<file path="config.mk">
export PLATFORM = sky130hd
export DESIGN_NAME = tdm_demux4
export DESIGN_NICKNAME = d
export VERILOG_FILES = /design/src/rtl/tdm_pkg.sv /design/src/rtl/tdm_chan_shift.sv /design/src/rtl/tdm_demux4.sv
export SDC_FILE = /design/constraint.sdc
export NUM_CORES = 1
export LEC_CHECK = 0
export CORE_MARGIN = 2
export CORE_UTILIZATION = 60
export DETAILED_ROUTE_END_ITERATION = 8
export DONT_BUFFER_PORTS = 1
export PLACE_DENSITY = 0.76
export SLEW_MARGIN = 40
export SYNTH_ARGS = -nofsm -noshare
export SYNTH_HDL_FRONTEND = slang
export SYNTH_SLANG_ARGS = --single-unit
</file>
<file path="constraint.sdc">
create_clock -name clk -period 5.05 [get_ports clk]
set_input_delay 1.01 -clock clk [delete_from_list [all_inputs] [get_ports clk]]
set_output_delay 1.01 -clock clk [all_outputs]
set_load 0.005 [all_outputs]
</file>
<file path="src/rtl/tdm_pkg.sv">
// Shared constants and types for the four-slot TDM demultiplexer.
package tdm_pkg;
   localparam int SLOTS = 4;

   typedef enum logic {
      HUNT   = 1'b0,
      LOCKED = 1'b1
   } tdm_state_t;

   typedef logic [$clog2(SLOTS)-1:0] slot_t;
endpackage

</file>
<file path="src/rtl/tdm_chan_shift.sv">
// Per-channel MSB-first accumulator. With clr and shift_en together, the
// register restarts as a fresh word holding only the incoming bit.
module tdm_chan_shift #(
   parameter int W = 8
) (
   input  logic         clk,
   input  logic         rst_n,
   input  logic         clr,
   input  logic         shift_en,
   input  logic         din,
   output logic [W-1:0] q
);
   logic [W-2:0] kept;

   assign kept = clr ? '0 : q[W-2:0];

   always_ff @(posedge clk or negedge rst_n) begin
      if (!rst_n) begin
         q <= '0;
      end else if (shift_en) begin
         q <= {kept, din};
      end else if (clr) begin
         q <= '0;
      end
   end
endmodule

</file>
<file path="src/rtl/tdm_demux4.sv">
// Serial four-slot TDM demultiplexer with frame-sync lock, word assembly
// and a valid/ready output handshake with a sticky overrun flag.
//
// state  | meaning
// HUNT   | waiting for an en cycle with frame_sync=1 to start a frame
// LOCKED | assembling words; frame_sync must appear at slot 0 and only there
module tdm_demux4
   import tdm_pkg::*;
#(
   parameter int W = 8
) (
   input  logic         clk,
   input  logic         rst_n,
   input  logic         din,
   input  logic         frame_sync,
   input  logic         en,
   input  logic         out_ready,
   output logic [W-1:0] y0,
   output logic [W-1:0] y1,
   output logic [W-1:0] y2,
   output logic [W-1:0] y3,
   output logic         out_valid,
   output logic [1:0]   sel,
   output logic         sync_err,
   output logic         overrun
);
   localparam int CW = (W > 1) ? $clog2(W) : 1;

   tdm_state_t       state, state_nx;
   slot_t            sel_q, sel_nx;
   logic [CW-1:0]    cnt, cnt_nx;
   logic [SLOTS-1:0] sh_en;
   logic             clr_all, err, complete;
   logic [W-1:0]     q [SLOTS];
   logic [W-1:0]     last_word;

   assign sel = sel_q;

   always_ff @(posedge clk or negedge rst_n) begin
      if (!rst_n) begin
         state <= HUNT;
         sel_q <= '0;
         cnt   <= '0;
      end else begin
         state <= state_nx;
         sel_q <= sel_nx;
         cnt   <= cnt_nx;
      end
   end

   always_comb begin
      state_nx = state;
      sel_nx   = sel_q;
      cnt_nx   = cnt;
      sh_en    = '0;
      clr_all  = 1'b0;
      err      = 1'b0;
      complete = 1'b0;
      if (en) begin
         case (state)
            HUNT: begin
               if (frame_sync) begin
                  clr_all  = 1'b1;
                  sh_en[0] = 1'b1;
                  sel_nx   = slot_t'(1);
                  cnt_nx   = '0;
                  state_nx = LOCKED;
               end
            end
            LOCKED: begin
               if (frame_sync && sel_q != '0) begin
                  // Misplaced sync: restart the frame on this very bit.
                  err      = 1'b1;
                  clr_all  = 1'b1;
                  sh_en[0] = 1'b1;
                  sel_nx   = slot_t'(1);
                  cnt_nx   = '0;
               end else if (!frame_sync && sel_q == '0) begin
                  err      = 1'b1;
                  clr_all  = 1'b1;
                  sel_nx   = '0;
                  cnt_nx   = '0;
                  state_nx = HUNT;
               end else begin
                  sh_en[sel_q] = 1'b1;
                  sel_nx       = sel_q + slot_t'(1);
                  if (sel_q == slot_t'(SLOTS - 1)) begin
                     if (cnt == CW'(W - 1)) begin
                        complete = 1'b1;
                        cnt_nx   = '0;
                     end else begin
                        cnt_nx = cnt + CW'(1);
                     end
                  end
               end
            end
            default: state_nx = HUNT;
         endcase
      end
   end

   for (genvar i = 0; i < SLOTS; i++) begin : g_chan
      tdm_chan_shift #(.W(W)) u_chan (
         .clk      (clk),
         .rst_n    (rst_n),
         .clr      (clr_all),
         .shift_en (sh_en[i]),
         .din      (din),
         .q        (q[i])
      );
   end

   // Slot 3's final bit is not in its register yet when the word set completes.
   assign last_word = {q[SLOTS-1][W-2:0], din};

   always_ff @(posedge clk or negedge rst_n) begin
      if (!rst_n) begin
         y0        <= '0;
         y1        <= '0;
         y2        <= '0;
         y3        <= '0;
         out_valid <= 1'b0;
         sync_err  <= 1'b0;
         overrun   <= 1'b0;
      end else begin
         sync_err <= err;
         if (complete && (!out_valid || out_ready)) begin
            y0        <= q[0];
            y1        <= q[1];
            y2        <= q[2];
            y3        <= last_word;
            out_valid <= 1'b1;
         end else begin
            if (complete) overrun <= 1'b1;
            if (out_valid && out_ready) out_valid <= 1'b0;
         end
      end
   end
endmodule

</file>
; Yosys cells after proc, flatten, opt, wreduce, memory -nomap -nowiden
; Cells that the tools add are included.
[classes]
n_eq_ne = 4
n_mul = 0
div_mod_pow = 0
n_lt_le_gt_ge = 2
n_mux = 45
bitwise = 2
addsub = 2
reduce_logical = 18
n_shift = 0
[ops]
columns = op, n
row1 = $mux 8, 4
row2 = $mux 7, 4
row3 = $mux 3, 7
row4 = $mux 1, 18
row5 = $reduce_bool 2->1, 6
row6 = $mux 4, 2
row7 = $mux 2, 3
row8 = $mux 6, 1
row9 = $pmux 1 s2, 3
row10 = $pmux 3 s2, 1
row11 = $logic_and 1x1->1, 5
row12 = $ne 4x1->1 const B, 1
row13 = $pmux 2 s2, 1
row14 = $reduce_and 2->1, 2
row15 = $add 3x1->3 const B, 1
row16 = $eq 3x3->1 const B, 1
row17 = $lt 2x3->1 const B, 1
row18 = $reduce_and 3->1, 1
row19 = $add 2x1->2 const B, 1
row20 = $demux 1 s2, 1
row21 = $eq 2x2->1 const B, 1
row22 = $ge 2x1->1 const B, 1
row23 = $logic_not 1->1, 2
row24 = $logic_not 2->1, 1
row25 = 3 further kinds, 4
[word_totals]
ram_bits = 0
romBits = 0
latchBits = 0
output_inout_bits = 37
wordCells = 87
memories = 0
ff_bits = 72

; Logic depth before layout (Yosys ltp)
[depth]
ltp_word = 10
mapped_depth = 8

; Modules after synthesis
; From an unflattened synthesis, not the netlist that was laid out.
[unflattened]
hier_cells = 227
hier_area_um2 = 3230.6
[modules_own_cells]
columns = mod, seq_area_each_um2, cells_per_inst, area_per_inst_um2, n_inst
row1 = tdm_demux4, 1026.0, 123, 1914.3, 1
row2 = tdm_chan_shift, 200.2, 26, 329.1, 4

; Worst setup path before layout
; No wires, ideal clock.
[synth_path]
path_type = input -> register
startpoint = input frame_sync
endpoint = register y0[0]
path_buffers = 1
path_stages = 6
setup_time_ps = 125
arrival_ps = 2131
path_slack_ps = 2794
required_time_ps = 4925
path_cell_list = inv_1 -> ha_1 -> nor2b_1 -> nand4_4 -> buf_6 -> mux2_4
[synth_via]
elab_chain_cells = 7
elab_cells_between_ends = 8
[synth_rtl]
columns = element, line_no
row1 = from (decl), tdm_demux4.sv:15  ; input logic frame_sync,
row2 = $logic_not 1->1, tdm_demux4.sv:78  ; end else if (!frame_sync && sel_q == '0) begin
row3 = $logic_and 1x1->1, tdm_demux4.sv:78
row4 = $mux 1, tdm_demux4.sv:78
row5 = $mux 1 *, tdm_demux4.sv:71  ; if (frame_sync && sel_q != '0) begin
row6 = $mux 1 *, tdm_demux4.sv:60  ; case (state)
row7 = $mux 1 *, tdm_demux4.sv:59  ; if (en) begin
row8 = $logic_and 1x1->1 *, tdm_demux4.sv:127  ; if (complete && (!out_valid || out_ready)) begin
row9 = to (signal assigned), tdm_demux4.sv:128  ; y0 <= q[0];
row10 = to (decl), tdm_demux4.sv:18  ; output logic [W-1:0] y0,
; Mark *: on every way between the ends. The rest lies on a longest branch, timed or not.
; A chain may end at the register's enable or synchronous reset.

; Worst setup path after layout
[layout_path]
startpoint = register sel_q[0], in the netlist sel[0]
endpoint = register y0[1]
[layout_via]
elab_chain_cells = 7
elab_cells_between_ends = 11
[layout_rtl]
columns = element, line_no
row1 = from (decl), tdm_demux4.sv:30  ; slot_t sel_q, sel_nx;
row2 = from (signal assigned), tdm_demux4.sv:46  ; sel_q <= sel_nx;
row3 = $eq 2x2->1 or $logic_not 2->1 (tied branches), "tdm_demux4.sv:87, tdm_demux4.sv:78"
row4 = $mux 1 or $logic_and 1x1->1 (tied branches), "tdm_demux4.sv:87, tdm_demux4.sv:78"
row5 = $mux 1, tdm_demux4.sv:78
row6 = $mux 1 *, tdm_demux4.sv:71
row7 = $mux 1 *, tdm_demux4.sv:60
row8 = $mux 1 *, tdm_demux4.sv:59
row9 = $logic_and 1x1->1 *, tdm_demux4.sv:127
; Marks and branches as above.

==> results.json <==
{
  "drive_gt1_frac": 0.198,
  "finalMaxSlewViolations": 0,
  "num_io_pins": 43,
  "worst_pin_slew_ns": 0.796,
  "setup_viol": 0,
  "fin_crit_ns": 2.98,
  "grt_pass1_wl_um": 8190,
  "n_antenna_cell": 0,
  "rows": 26,
  "wire_per_inst_um": 15.8,
  "required_ns": 5.27,
  "status": "finished, final reports clean",
  "cts_setup_buffers": 0,
  "synth_warnings": 0,
  "die_w_um": 75.6,
  "clk-insertion-delay-late_ns": 0.34,
  "vias_per_cell": 5.52,
  "path_clk_slew_ns": 0.07,
  "ys_ff_latch": 72,
  "final_area_um2": 3260,
  "regToRegStartpoint": "sel[0]",
  "grt_max_degree": 73,
  "seq_area_frac_synth": 0.586,
  "final_cells": 313,
  "clock.fmax_ghz": 0.336,
  "p_per_area_nw_per_um2": 375,
  "gp_congestion": 0.763,
  "syn_inst": 238,
  "cp_max_fo": 32,
  "wirelength_um": 4930,
  "synth_area_leaders": "dfrtp_1 59%, mux2_4 15%, nand2_1 5.1%",
  "crit_type": "flip-flop to flip-flop",
  "yosys.area.top_type_share": 0.586,
  "start_util": 0.610,
  "hp-class": "primary input to async pin",
  "place_inst": 298,
  "worstPathArrival_ns": 3.20,
  "cpMaxStageDelayCell": "nand4_4",
  "rr_worst_depth": 7,
  "fin_crit_sh": 0.590,
  "dp_hpwl_um": 3320,
  "synthesis.nets": 254,
  "cts_num_sinks": 72,
  "globalRouteTotalUtil": 0.195,
  "preCtsSetupSlack_ns": 1.91,
  "drc": 0,
  "irDropWorstVdd_mv": 0.276,
  "leakagePower_nw": 1.65,
  "drtIter0Drc": 120,
  "die_y_um": 75.6,
  "coreArea_um2": 5040,
  "worst_setup_path_end_kind": "flip-flop",
  "numCtsBuffers": 9,
  "synth_area_um2": 3080,
  "cts_tree": "done",
  "final_common_cell": "dfrtp_1",
  "route.vias.total": 1729,
  "cts_max_path_buffers": 2,
  "rsz0062_at_grt": "false",
  "final_hold_viol_count": 0,
  "synth.avg_cell_area_um2": 12.9,
  "fin_tns_setup_ns": 0,
  "hold_buffers": 0,
  "max_stage_delay_ns": 0.67,
  "cts_resized": 0,
  "drv_cap": 0,
  "reg2reg_to": "y0[1]",
  "final_cell_mix": "72 x dfrtp_1, 42 x nand2_1, 30 x mux2_4",
  "ctsHtreeMaxLevel": 3,
  "r2r_slack_ns": 2.07,
  "dr.pass1.iters": 4,
  "skew_ns": 0.00620,
  "dieArea_um2": 5720,
  "placed_area_um2": 3100,
  "layout_setup_ws_ns": 2.07,
  "synthToLayoutAreaGrowth_pct": 5.82,
  "yosys.area.top_type": "dfrtp_1",
  "yosysUniqueCellTypes": 29,
  "cp-start-kind": "flip-flop",
  "antenna_left": 0,
  "slew_headroom": 0.468,
  "first_global_vias": 1694,
  "io_buffers": 0,
  "grt_overflow": 0,
  "cts_root_buffer": "clkbuf_8",
  "fin_nets": 255,
  "crit_chain": "inv_1 > ha_1 > inv_1 > ha_1 > and3b_1 > nand4_4 > mux2_4",
  "antenna_found_initial": 0
}
## cell usage after synthesis
master / n
a21oi_1: 23
a22o_1: 11
a31oi_1: 1
and2_1: 1
and3b_1: 1
and4b_1: 2
buf_1: 1
buf_2: 5
buf_6: 3
clkbuf_1: 2
dfrtp_1: 72
ha_1: 10
inv_1: 5
mux2_2: 2
mux2_4: 30
nand2_1: 42
nand2b_1: 1
nand3_1: 7
nand4_4: 1
nand4b_1: 3
nor2_1: 3
nor2b_1: 2
nor4b_1: 1
o21a_1: 1
o21ai_0: 1
o21ai_1: 1
o21bai_1: 1
o22ai_1: 4
or2_2: 1
## cell families (layout without fill, tap and decap cells)
family | Yosys count | after routing | share of synthesized area
buf+inv | 16 | 21 | 0.0289
simple gates | 65 | 65 | 0.104
fa+ha+maj | 10 | 10 | 0.0407
mux | 32 | 32 | 0.154
compound gates | 43 | 43 | 0.0870
flops | 72 | 72 | 0.586
## stage by stage
step / power, mW / utilization / hold slack [ns]
after floorplan: 0.818 / - / 0.466
after global placement: 0.851 / 0.615 / 0.490
after detailed placement: 0.860 / 0.615 / 0.495
after CTS: 1.23 / 0.646 / 0.348
after global routing: 1.29 / 0.646 / 0.341
final: 1.22 / 0.646 / 0.360
## routing by layer
metal / routed length [um] / track usage / up-vias
met2: 2260 / 0.277 / 38
li1: - / - / 834
met1: 2300 / 0.265 / 846
met3: 257 / 0.0741 / 11
met4: 113 / 0.0975 / 0
met5: 0 / 0 / -
## final cells by class
cell class / count / area [um2]
clock inverter: 4 / 22.5
fill: 359 / 1790
inverter: 5 / 18.8
sequential: 72 / 1800
tap: 70 / 87.6
timing repair buffer: 1 / 7.51
multi-input combinational: 150 / 1190
clock buffer: 11 / 131
## flip-flops by register name, summed over array words and instances, names as in the netlist
name / flops
cnt: 3
g_chan.u_chan.q: 31
out_valid: 1
overrun: 1
sel: 2
state: 1
sync_err: 1
y0: 8
y1: 8
y2: 8
y3: 8
## critical path, delay by kind of cell, from the launching register on
family                   cells  cell delay, ns
AND/OR/NAND/NOR              2            1.18
multiplexers                 1            0.54
flip-flops                   1            0.46
adder cells (fa/ha/maj)      2            0.45
buffers and inverters        2            0.20
## where the power goes
group,total (mW),internal [mW],switching (mW)
Clock,0.370,0.173,0.197
Sequential,0.658,0.613,0.0448
Combinational,0.192,0.0722,0.120
Total,1.22,0.859,0.362
## how the worst max path moves through the flow
| stage | from | end | slack [ns] | depth (start not counted) |
|---|---|---|---|---|
| 3_3_place_gp | frame_sync | y0[1] | 1.95 | 4 |
| 2_1_floorplan | frame_sync | y0[0] | 2.79 | 6 |
| 5_1_grt | sel[0] | y0[0] | 1.89 | 7 |
| 6_report | sel[0] | y0[1] | 2.07 | 7 |
| 4_1_cts | sel[0] | y0[1] | 2.06 | 7 |
| 3_5_place_dp | frame_sync | y0[4] | 1.91 | 4 |
No activity file was read; power rests on OpenSTA's default activity.
